`src/rtl/spectrum_bar_scaler_if.sv`:
```
// Spectrum bar scaler bus: bin magnitudes in, published bar heights out.
//   done  : FFT frame complete (level; a rising edge starts a frame)
//   f     : 16 x 24-bit unsigned bin magnitudes, valid while done is high
//   h     : 16 x 6-bit published bar heights
//   ready : one-cycle pulse when h updates
//   busy  : high while the scaler is not idle
// master = FFT/display side, slave = scaler.
interface spectrum_bar_scaler_if;
  logic                done;
  logic [15:0][23:0]   f;
  logic [15:0][5:0]    h;
  logic                ready;
  logic                busy;

  modport master (
    output done, f,
    input  h, ready, busy
  );

  modport slave (
    input  done, f,
    output h, ready, busy
  );
endinterface

```
`src/rtl/spectrum_bar_scaler.sv`:
```
// spectrum_bar_scaler
// Turns 16 FFT bin magnitudes into 6-bit bar heights with peak-hold/decay.
// A rising edge on done snapshots all bins; the bins are then processed one
// per cycle (16 cycles) and all heights are published together with a
// one-cycle ready pulse, so the display never sees a half-updated frame.
// Ports:
//   clk   : system clock
//   reset : asynchronous, active-low reset
//   bus   : spectrum_bar_scaler_if.slave (done, f in; h, ready, busy out)
module spectrum_bar_scaler #(
  parameter int unsigned SHIFT = 12,
  parameter int unsigned MAX_H = 47,
  parameter int unsigned DECAY = 1
) (
  input  logic                 clk,
  input  logic                 reset,
  spectrum_bar_scaler_if.slave bus
);

  typedef enum logic [1:0] {
    IDLE,
    SCAN,
    PUBLISH
  } state_t;

  state_t             state;
  logic [15:0][23:0]  snap;
  logic [15:0][5:0]   work;
  logic [15:0][5:0]   h_q;
  logic [3:0]         idx;
  logic               pending;
  logic               done_q;
  logic               ready_q;
  logic               busy_q;
  logic               trig;

  logic [23:0]        s;
  logic [5:0]         c;
  logic [5:0]         d;
  logic [5:0]         nxt;

  assign trig      = bus.done & ~done_q;
  assign bus.h     = h_q;
  assign bus.ready = ready_q;
  assign bus.busy  = busy_q;

  // Per-bin height: clamp the scaled magnitude, decay the held bar without
  // underflow, keep whichever is larger.
  always_comb begin
    s   = snap[idx] >> SHIFT;
    c   = (s > 24'(MAX_H)) ? 6'(MAX_H) : s[5:0];
    d   = (work[idx] > 6'(DECAY)) ? (work[idx] - 6'(DECAY)) : '0;
    nxt = (c > d) ? c : d;
  end

  always_ff @(posedge clk or negedge reset) begin
    if (!reset) begin
      state   <= IDLE;
      snap    <= '0;
      work    <= '0;
      h_q     <= '0;
      idx     <= '0;
      pending <= 1'b0;
      done_q  <= 1'b0;
      ready_q <= 1'b0;
      busy_q  <= 1'b0;
    end else begin
      done_q  <= bus.done;
      ready_q <= 1'b0;
      case (state)
        IDLE: begin
          if (trig) begin
            snap   <= bus.f;
            idx    <= '0;
            state  <= SCAN;
            busy_q <= 1'b1;
          end
        end
        SCAN: begin
          work[idx] <= nxt;
          idx       <= idx + 4'd1;
          // One-deep queue: a trigger seen while one is already pending is lost.
          if (trig) pending <= 1'b1;
          if (idx == 4'd15) state <= PUBLISH;
        end
        PUBLISH: begin
          h_q     <= work;
          ready_q <= 1'b1;
          // A queued frame takes the magnitudes present now, not those
          // present when its trigger arrived.
          if (pending || trig) begin
            pending <= 1'b0;
            snap    <= bus.f;
            idx     <= '0;
            state   <= SCAN;
          end else begin
            state   <= IDLE;
            busy_q  <= 1'b0;
          end
        end
        default: begin
          state  <= IDLE;
          busy_q <= 1'b0;
        end
      endcase
    end
  end

endmodule

```
`src/flat_wrapper.sv`:
```
// flat-port wrapper written by rule: the top's interface ports become plain ports
module spectrum_bar_scaler_flat 
#(
  parameter int unsigned SHIFT = 12,
  parameter int unsigned MAX_H = 47,
  parameter int unsigned DECAY = 1
)
  (clk, reset, bus_done, bus_f, bus_h, bus_ready, bus_busy);
  spectrum_bar_scaler_if bus_i ();
  input  logic clk;
  input  logic reset;
  input wire logic [$bits(bus_i.done)-1:0] bus_done;
  input wire logic [$bits(bus_i.f)-1:0] bus_f;
  output wire logic [$bits(bus_i.h)-1:0] bus_h;
  output wire logic [$bits(bus_i.ready)-1:0] bus_ready;
  output wire logic [$bits(bus_i.busy)-1:0] bus_busy;
  assign bus_i.done = bus_done;
  assign bus_i.f = bus_f;
  assign bus_h = bus_i.h;
  assign bus_ready = bus_i.ready;
  assign bus_busy = bus_i.busy;
  spectrum_bar_scaler #(.SHIFT(SHIFT), .MAX_H(MAX_H), .DECAY(DECAY)) u_core (.clk(clk), .reset(reset), .bus(bus_i));
endmodule
```
`config.mk`:
```
export PLATFORM = sky130hd
export DESIGN_NAME = spectrum_bar_scaler_flat
export DESIGN_NICKNAME = d
export VERILOG_FILES = /design/src/rtl/spectrum_bar_scaler_if.sv /design/src/rtl/spectrum_bar_scaler.sv /design/src/flat_wrapper.sv
export SDC_FILE = /design/constraint.sdc
export NUM_CORES = 1
export LEC_CHECK = 0
export CELL_PAD_IN_SITES_DETAIL_PLACEMENT = 1
export CELL_PAD_IN_SITES_GLOBAL_PLACEMENT = 1
export CORE_UTILIZATION = 38
export DETAILED_ROUTE_END_ITERATION = 7
export PLACE_DENSITY_LB_ADDON = 0.1
export SYNTH_ARGS = -nofsm -noshare
export SYNTH_HDL_FRONTEND = slang
export SYNTH_SLANG_ARGS = --single-unit
```
`constraint.sdc`:
```
create_clock -name clk -period 6.1 [get_ports clk]
set_clock_uncertainty 0.1 [all_clocks]
set_input_delay 0.61 -clock clk [delete_from_list [all_inputs] [get_ports clk]]
set_output_delay 0.61 -clock clk [all_outputs]
set_load 0.05 [all_outputs]
```
# After elaboration in Yosys (flattened, before gate mapping)

Index checks and enable logic that the tools add are counted.

Register bits: 586
Bits of input ports: 387
Output and inout bits: 98
Word-level logic and storage cells: 109

Add/sub/neg operators: 2
$lt $le $gt $ge: 5
Equality and inequality tests: 8
Multiplexer cells: 26
Bitwise gates (word level): 3
Reductions and logical operators: 11

Operators with widths:

| cell                                                       | count |
|---|---|
| two-way mux 384 bit                                        | 2 |
| case mux 384 bit (2 select lines)                          | 1 |
| binary-select mux 24 bit (select 4 bit)                    | 1 |
| bitwise mux 96 bit                                         | 1 |
| two-way mux 6 bit                                          | 5 |
| binary-select mux 6 bit (select 4 bit)                     | 1 |
| demux 6 bit (select 4 bit)                                 | 1 |
| two-way mux 24 bit                                         | 1 |
| > comparator 12 x 6 -> 1 bit, second input constant        | 1 |
| case mux 4 bit (3 select lines)                            | 1 |
| AND reduction 3 bit                                        | 4 |
| two-way mux 4 bit                                          | 2 |
| != test 2 x 1 -> 1 bit, second input constant              | 4 |
| > comparator 6 x 1 -> 1 bit, second input constant         | 1 |
| > comparator 6 bit                                         | 1 |
| case mux 2 bit (3 select lines)                            | 1 |
| subtractor 6 x 1 -> 6 bit, second input constant           | 1 |
| less-than comparator 4 x 5 -> 1 bit, second input constant | 1 |
| two-way mux 1 bit                                          | 5 |
| adder 4 x 1 -> 4 bit, second input constant                | 1 |
| equality test 4 bit, second input constant                 | 1 |
| >= comparator 4 x 1 -> 1 bit, second input constant        | 1 |
| two-way mux 2 bit                                          | 2 |
| nonzero test 2 bit                                         | 2 |
| other kinds (12)                                           | 13 |

# Depth between registers and ports, before layout

Gate-level depths: netlist of the first run.

Depth after elaboration: 7
Depth in mapped cells: 24
Depth with buffers taken out: 16

# Worst setup path after synthesis of the first run

Ideal clock, no wire load.

Path kind: register to register
Start: reg u_core.idx[0]
End: reg u_core.work[94] (netlist name)
Library setup time: 133 ps
Arrival time: 4826 ps
Data required time: 5867 ps
Setup slack: 1041 ps
Cell stages (with the launch flop): 24
Path buffers: 8
Clock period less this slack: 5059 ps
Cells stage by stage: dfrtp_1 buf_6 buf_2 mux4_2 nand2_1 and4_1 buf_2 clkbuf_1 ha_1 nor2_1 or3_1 clkbuf_1 clkbuf_1 nor2_1 nor2_1 ha_1 nand3b_1 a21oi_1 o21a_1 clkbuf_1 nor3_1 mux2i_2 buf_6 a31oi_1

Longest elaborated chain between the ends: 7
Elaborated cells between the ends (all ways): 17
Those cells by class: add/sub: 1; order compare: 5; mux: 10; reduce/logical: 1

Ends and longest elaborated chain:

| element                                                                                                  | line                                                 | RTL |
|---|---|---|
| start, declared                                                                                          | spectrum_bar_scaler.sv:30                            | `logic [3:0] idx;` |
| start signal, assigned                                                                                   | spectrum_bar_scaler.sv:81                            | `idx <= idx + 4'd1;` |
| binary-select mux 24 bit (select 4 bit) / binary-select mux 6 bit (select 4 bit) (equally long branches) | spectrum_bar_scaler.sv:50, spectrum_bar_scaler.sv:52 |  |
| two-way mux 24 bit (implied by the code) / two-way mux 6 bit (equally long branches)                     | spectrum_bar_scaler.sv:50, spectrum_bar_scaler.sv:52 |  |
| > comparator 12 x 6 -> 1 bit, or another cell as far along                                               | spectrum_bar_scaler.sv:51                            | `c = (s > 24'(MAX_H)) ? 6'(MAX_H) : s[5:0];` |
| two-way mux 6 bit (on tied branches)                                                                     | spectrum_bar_scaler.sv:51, spectrum_bar_scaler.sv:52 |  |
| > comparator 6 bit                                                                                       | spectrum_bar_scaler.sv:53                            | `nxt = (c > d) ? c : d;` |
| two-way mux 6 bit                                                                                        | spectrum_bar_scaler.sv:53                            |  |
| bitwise mux 96 bit (*)                                                                                   | spectrum_bar_scaler.sv:80                            | `work[idx] <= nxt;` |
| end signal, assigned by index                                                                            | spectrum_bar_scaler.sv:80                            |  |
| end, declared                                                                                            | spectrum_bar_scaler.sv:28                            | `logic [15:0][5:0] work;` |

Mark *: on every way between the ends. The rest lies on a longest branch, timed or not. The select of a mux whose other input is x is not followed.
A chain may end at the register's enable or synchronous reset.

# Final worst setup path of the first run

Start: reg u_core.idx[0]
End: reg u_core.work[8] (netlist name)

The elaborated chain is that of the path after synthesis.

==> flow_metrics.py, run 1 <==
metrics = {
    "cells_and_area": {
        "nets": 2236,
        "fill_cells": 4913,
        "multiInputGateArea_sq_mm": 0.00787,
        "area_delta_synth_final_pct": 28.2,
        "drive_above_1_share_pct": 21.7,
        "final_common_cell": "nand2_1",
        "instances_no_fill": 2483,
        "final_area_sq_mm": 0.0234,
        "final_cell_mix": "nand2_1 (396), dfrtp_1 (392), clkdlybuf4s50_1 (291)",
        "utilization_pct": 49.8,
        "ff_latch_area_sq_mm": 0.00986,
    },
    "pwr": {
        "sw_frac_of_total_pct": 25.7,
        "p_comb_share_pct": 12.1,
        "power_density_mw_per_mm2": 283,
        "ir_drop_mv": 0.178,
        "seqPwrFrac_pct": 44.2,
        "clockPowerShare_pct": 43.7,
        "p_leak_uw": 0.00949,
        "p_int_uw": 4910,
        "p_switching_uw": 1700,
    },
    "clocking": {
        "insertion_delay_ns": 0.58,
        "clk_path_buf_depth": 3,
        "cts_buffers": 46,
        "h-tree-depth": 2,
        "cts_setup_buffers": 0,
        "hold_buffers": 1,
        "cts.sinks": 394,
        "cts_tree": "done",
        "post_cts_resized": 0,
        "path_clk_slew_ns": 0.06,
        "cts_root_buffer": "clkbuf_16",
    },
    "synth": {
        "synth_edf_count": 0,
        "synth.area.top_cells": "dfrtp_1 (54%), mux2_2 (12%), nand2_1 (8.1%)",
        "synth_top_area_share_pct": 54.1,
        "ys_seq_area_share_pct": 54.1,
        "avgSynthCellArea_sq_um": 11.6,
        "synthCells": 1567,
        "async_flop_share_pct": 100,
        "syn_nets": 1966,
        "yosysWarningCount": 0,
        "synth_flop_cell": "dfrtp_1",
        "netlist_area_sq_mm": 0.0182,
        "synth_top_area_cell": "dfrtp_1",
        "yosys.cell_types.count": 71,
        "synth-seq-cells": 394,
    },
    "timing": {
        "hold_ws_ns": 0.371,
        "setup_viol": 0,
        "tns_ns": 0,
        "tightest_slew_ns": 1.23,
        "period_minus_slack_ns": 5.26,
        "hold_viol": 0,
        "max_freq_ghz": 0.190,
        "relSlewSlack_pct": 17.7,
        "min_period_over_period_pct": 86.3,
        "drv_slew": 0,
        "rsz0062_at_grt": "false",
    },
    "critical_path": {
        "timing.reg2reg.setup_slack_ns": 0.84,
        "timing.rr.start": "u_core.idx[0]",
        "cp_max_fo": 47,
        "worstPathArrival_ns": 5.64,
        "crit_path_start_kind": "register",
        "crit_slowest_cell": "dfrtp_4",
        "max_stage_delay_ns": 0.69,
        "critPathKind": "register to register",
        "cp_cell_sequence": "buf_12 > mux4_2 > a22o_1 > a221oi_2 > nor2_2 > nor3_1 > nand2_1 > ha_1 > a21oi_1 > a21oi_1 > o21a_1 > buf_4 > a211oi_2 > buf_4 > o31ai_1",
        "crit_path_end_kind": "register",
        "required_ns": 6.48,
        "r2r_end": "u_core.work[8]",
        "r2r_cells": 15,
    },
    "place": {
        "hpwl_mm": 40.2,
        "portBuffers": 292,
        "gp_congestion": 0.847,
        "placed_area_sq_mm": 0.0218,
        "dp_cells": 2395,
    },
    "detailed_routing": {
        "viasPerCell": 5.49,
        "vias": 13600,
        "drt_iter0_markers": 994,
        "wirelength_mm": 57.2,
        "dr.pass1.iters": 4,
        "wire_per_inst_um": 23.0,
        "drc_errors": 0,
        "drtAntennaViolNets": 0,
    },
    "floorplanning": {
        "start_util_pct": 38.9,
        "placeableCoreArea_sq_mm": 0.0470,
        "dieArea_sq_mm": 0.0489,
        "rows": 79,
        "die_w_um": 221,
        "io_pins": 485,
        "die_y_um": 221,
    },
    "grt": {
        "grt_pass1_vias": 14700,
        "grt_pass1_wl_mm": 89.5,
        "grt_max_degree": 198,
        "grt_antenna_before_repair": 19,
        "gr-total-overflow": 0,
        "track_usage_pct": 23.8,
    },
    "min_path": {
        "hold_class": "register to register",
        "worstHoldStart": "u_core.bus.h[86]",
        "holdPathStages": 2,
        "min_to": "u_core.bus.h[86]",
    },
    "flow_run": {
        "cap_violations": 0,
    },
    "status": {
        "outcome": "finished clean",
    },
}
==> sequential cells by signal (all words and copies together) (netlist names) <==
name,count
u_core.bus.busy,1
u_core.bus.h,96
u_core.bus.ready,1
u_core.done_q,1
u_core.idx,4
u_core.pending,1
u_core.snap,192
u_core.state,2
u_core.work,96
==> Yosys cell counts, types with 5 or more instances <==
cell type	number
o41ai_1	32
a22o_1	5
nor4_1	12
clkbuf_1	62
nor2_1	88
a221oi_1	5
mux2_2	199
buf_6	8
ha_1	12
buf_2	19
a31oi_1	23
mux4_2	48
a21oi_1	5
nand2b_1	8
nand3_1	51
nand2_1	396
nand4_1	5
mux2i_1	5
o21ai_1	5
buf_1	14
a31oi_4	10
o31ai_2	11
o32ai_1	16
dfrtp_1	394
nor2b_1	6
o211ai_1	32
o31ai_1	25
==> stage by stage <==
step | power, uW | worst slack (ns)
after floorplan | 3350 | 1.04
after detailed placement | 3780 | 0.887
after CTS | 6700 | 0.861
after global placement | 3750 | 0.904
after global routing | 6870 | 0.530
final | 6610 | 0.839
==> layer usage <==
metal | track usage, % | wire, um | vias to the layer above
li1 | - | - | 6181
met1 | 30.9 | 24900 | 6955
met2 | 37.8 | 26400 | 355
met3 | 7.30 | 4190 | 108
met4 | 7.76 | 1490 | 28
met5 | 0 | 177 | -
==> kinds of logic after synthesis <==
| family | Yosys count | share of synthesized area [%] |
|---|---|---|
| XOR/XNOR | 3 | 0.144 |
| multiplexers | 253 | 18.6 |
| buffers and inverters | 114 | 2.94 |
| AND/OR/NAND/NOR | 592 | 13.7 |
| adder cells (fa/ha/maj) | 12 | 0.823 |
| flip-flops | 394 | 54.1 |
| AO/OA/AOI/OAI | 199 | 9.83 |
==> power groups by stage <==
| stage | clock, uW | sequential (uW) | combinational [uW] |
|---|---|---|---|
| detailed placement | 0 | 2970 | 807 |
| CTS | 2960 | 2920 | 812 |
| floorplan | 0 | 3110 | 238 |
| global placement | 0 | 2960 | 791 |
| global route | 3060 | 2950 | 859 |
| finish | 2890 | 2920 | 801 |
==> worst max-delay path, delay by kind of cell (launching register included) <==
family / cells / cell delay [ns]
mux: 1 / 0.55
flops: 1 / 0.69
buf+inv: 3 / 0.96
fa+ha+maj: 1 / 0.37
compound gates: 7 / 1.74
simple gates: 3 / 0.69
==> worst max path at each step <==
stage / startpoint / end / cells after the start
final: u_core.idx[0] / u_core.work[8] / 15
after global routing: u_core.idx[0] / u_core.work[26] / 15
after CTS: u_core.idx[0] / u_core.work[8] / 14
after detailed placement: u_core.idx[0] / u_core.work[8] / 15
after global placement: u_core.idx[0] / u_core.work[86] / 14
after floorplan: u_core.idx[0] / u_core.work[94] / 23
==> layout make-up <==
type | instances | share of cell area [%]
Inverter | 8 | 0.128
Sequential cell | 394 | 42.2
Clock inverter | 18 | 1.06
Clock buffer | 65 | 5.70
Timing Repair Buffer | 328 | 14.0
Antenna cell | 4 | 0.0428
Tap cell | 607 | 3.25
Multi-Input combinational cell | 1059 | 33.7
Note: power is estimated with default switching activity, not from simulation.
==> run 2, diff against run 1 <==
CORE_ASPECT_RATIO = 0.9   (was default)
==> run 2 against run 1 <==
Net effect: the run now ends with hold timing left; register-to-register slack lost 0.36 ns; worst setup slack lost 0.36 ns; clock power shrank 8.3%; core utilization shrank 0.40 points; via count shrank 0.12%; critical endpoint is now u_core.work[74].
==> flow_metrics.py, run 2 (same netlist as run 1, synthesis figures left out) <==
metrics = {
    "place": {
        "gp_congestion": 0.858,
        "portBuffers": 292,
        "dp_cells": 2409,
        "hpwl_mm": 40.1,
    },
    "grt": {
        "grt_pass1_vias": 14700,
        "grt_antenna_before_repair": 9,
        "grt_max_degree": 153,
        "track_usage_pct": 24.1,
        "grt_pass1_wl_mm": 89.4,
        "gr-total-overflow": 0,
    },
    "cells_and_area": {
        "drive_above_1_share_pct": 21.6,
        "area_delta_synth_final_pct": 27.3,
        "utilization_pct": 49.4,
        "final_common_cell": "nand2_1",
        "regMostFlops": "u_core.snap",
        "instances_no_fill": 2489,
        "final_cell_mix": "nand2_1 (396), dfrtp_1 (392), clkdlybuf4s50_1 (291)",
        "largest_reg_flops": 192,
        "nets": 2238,
        "fill_cells": 4892,
    },
    "timing": {
        "relSlewSlack_pct": 32.2,
        "period_minus_slack_ns": 5.62,
        "tightest_slew_ns": 1.02,
        "setup_viol": 0,
        "hold_ws_ns": -0.0130,
        "drv_slew": 0,
        "rsz0062_at_grt": "false",
        "hold_viol": 20,
        "max_freq_ghz": 0.178,
        "tns_ns": 0,
        "min_period_over_period_pct": 92.2,
    },
    "critical_path": {
        "path_buf_inv": 3,
        "crit_family": "simple AND/OR/NAND/NOR gates",
        "crit_path_start": "u_core.idx[0]",
        "worstPathArrival_ns": 5.97,
        "endpoint": "u_core.work[74]",
        "cp_cell_sequence": "mux4_2 > nand2_1 > and4_1 > inv_2 > ha_1 > nor2_1 > or3_1 > o21ai_1 > ha_1 > a21oi_1 > a21oi_1 > o21a_1 > buf_4 > a211oi_2 > buf_4 > o31ai_1",
        "required_ns": 6.45,
        "critPathKind": "register to register",
        "timing.rr.start": "u_core.idx[0]",
        "crit_slowest_cell": "dfrtp_4",
        "r2r_end": "u_core.work[74]",
        "max_stage_delay_ns": 0.88,
        "cp_max_fo": 31,
        "crit_path_end_kind": "register",
        "crit_path_start_kind": "register",
        "cp.depth": 16,
        "r2r_cells": 16,
        "timing.reg2reg.setup_slack_ns": 0.48,
    },
    "min_path": {
        "hold_class": "input port to asynchronous set/reset pin",
    },
    "clocking": {
        "cts_buffers": 44,
        "hold_buffers": 0,
        "cts_tree": "done",
        "path_clk_slew_ns": 0.06,
        "post_cts_resized": 0,
        "cts.sinks": 394,
        "clk_path_buf_depth": 3,
        "insertion_delay_ns": 0.57,
        "h-tree-depth": 2,
        "cts_setup_buffers": 0,
        "cts_root_buffer": "clkbuf_16",
    },
    "floorplanning": {
        "io_pins": 485,
        "die_w_um": 233,
        "rows": 75,
        "start_util_pct": 38.8,
        "dieArea_sq_mm": 0.0489,
        "placeableCoreArea_sq_mm": 0.0470,
        "die_y_um": 210,
    },
    "detailed_routing": {
        "drtAntennaViolNets": 0,
        "wirelength_mm": 57.1,
        "dr.pass1.iters": 4,
        "vias": 13600,
        "viasPerCell": 5.47,
        "drc_errors": 0,
        "drt_iter0_markers": 782,
        "wire_per_inst_um": 23.0,
    },
    "pwr": {
        "power_density_mw_per_mm2": 274,
        "p_leak_uw": 0.00943,
        "ir_drop_mv": 0.168,
    },
    "status": {
        "violations": "hold timing",
        "outcome": "finished, violations left",
    },
    "flow_run": {
        "cap_violations": 0,
    },
}
-- run 2: worst min-delay path by stage --
stage / startpoint / to / slack (ns)
2_1_floorplan: reset / u_core.bus.busy / 0.21
6_report: reset / u_core.snap[308] / -0.01
3_5_place_dp: u_core.bus.h[23] / u_core.bus.h[23] / 0.36
3_3_place_gp: u_core.bus.h[82] / u_core.bus.h[82] / 0.36
5_1_grt: reset / u_core.snap[308] / 0.06
4_1_cts: reset / u_core.snap[308] / 0.006
-- run 2: area by class of cell --
type                    count  area, sq um  share of cell area [%]
clock buffers              66         1330                    5.71
diodes                      4         10.0                  0.0431
flip-flops and latches    394         9860                    42.5
well taps                 616          771                    3.32
inverters                   8         30.0                   0.129
repair buffers            332         3250                    14.0
multi-input cells        1059         7870                    33.9
clock inverters            10          100                   0.431
-- run 2: power by group --
group	total [uW]	switching (uW)	leakage (uW)	internal [uW]
combinational	798	450	0.00442	349
clock	2650	1070	0.000711	1570
sequential	2920	125	0.00429	2790
total	6360	1650	0.00943	4720
-- run 2: layer usage --
layer / part of all wire (%) / vias to the layer above / track usage, %
li1: - / 6167 / -
met1: 46 / 6996 / 33.5
met2: 45 / 354 / 36.6
met3: 7.1 / 84 / 6.78
met4: 2.3 / 10 / 6.96
met5: 0.11 / - / 0
-- run 2: worst register-to-register path: stages (launching register included) --
cell and delay, ns:
dfrtp_4 0.88, mux4_2 0.67, nand2_1 0.10, and4_1 0.75, inv_2 0.15, ha_1 0.22
nor2_1 0.20, or3_1 0.37, o21ai_1 0.14, ha_1 0.34, a21oi_1 0.08, a21oi_1 0.20
o21a_1 0.48, buf_4 0.23, a211oi_2 0.05, buf_4 0.25, o31ai_1 0.32
-- run 2: through the flow --
step | cell area [sq um] | power (uW) | worst slack, ns
2_1_floorplan | 18200 | 3350 | 1.04
3_3_place_gp | 21800 | 3750 | 0.640
3_5_place_dp | 21800 | 3770 | 0.490
4_1_cts | 23200 | 6460 | 0.462
5_1_grt | 23200 | 6620 | 0.125
6_report | 23200 | 6360 | 0.475
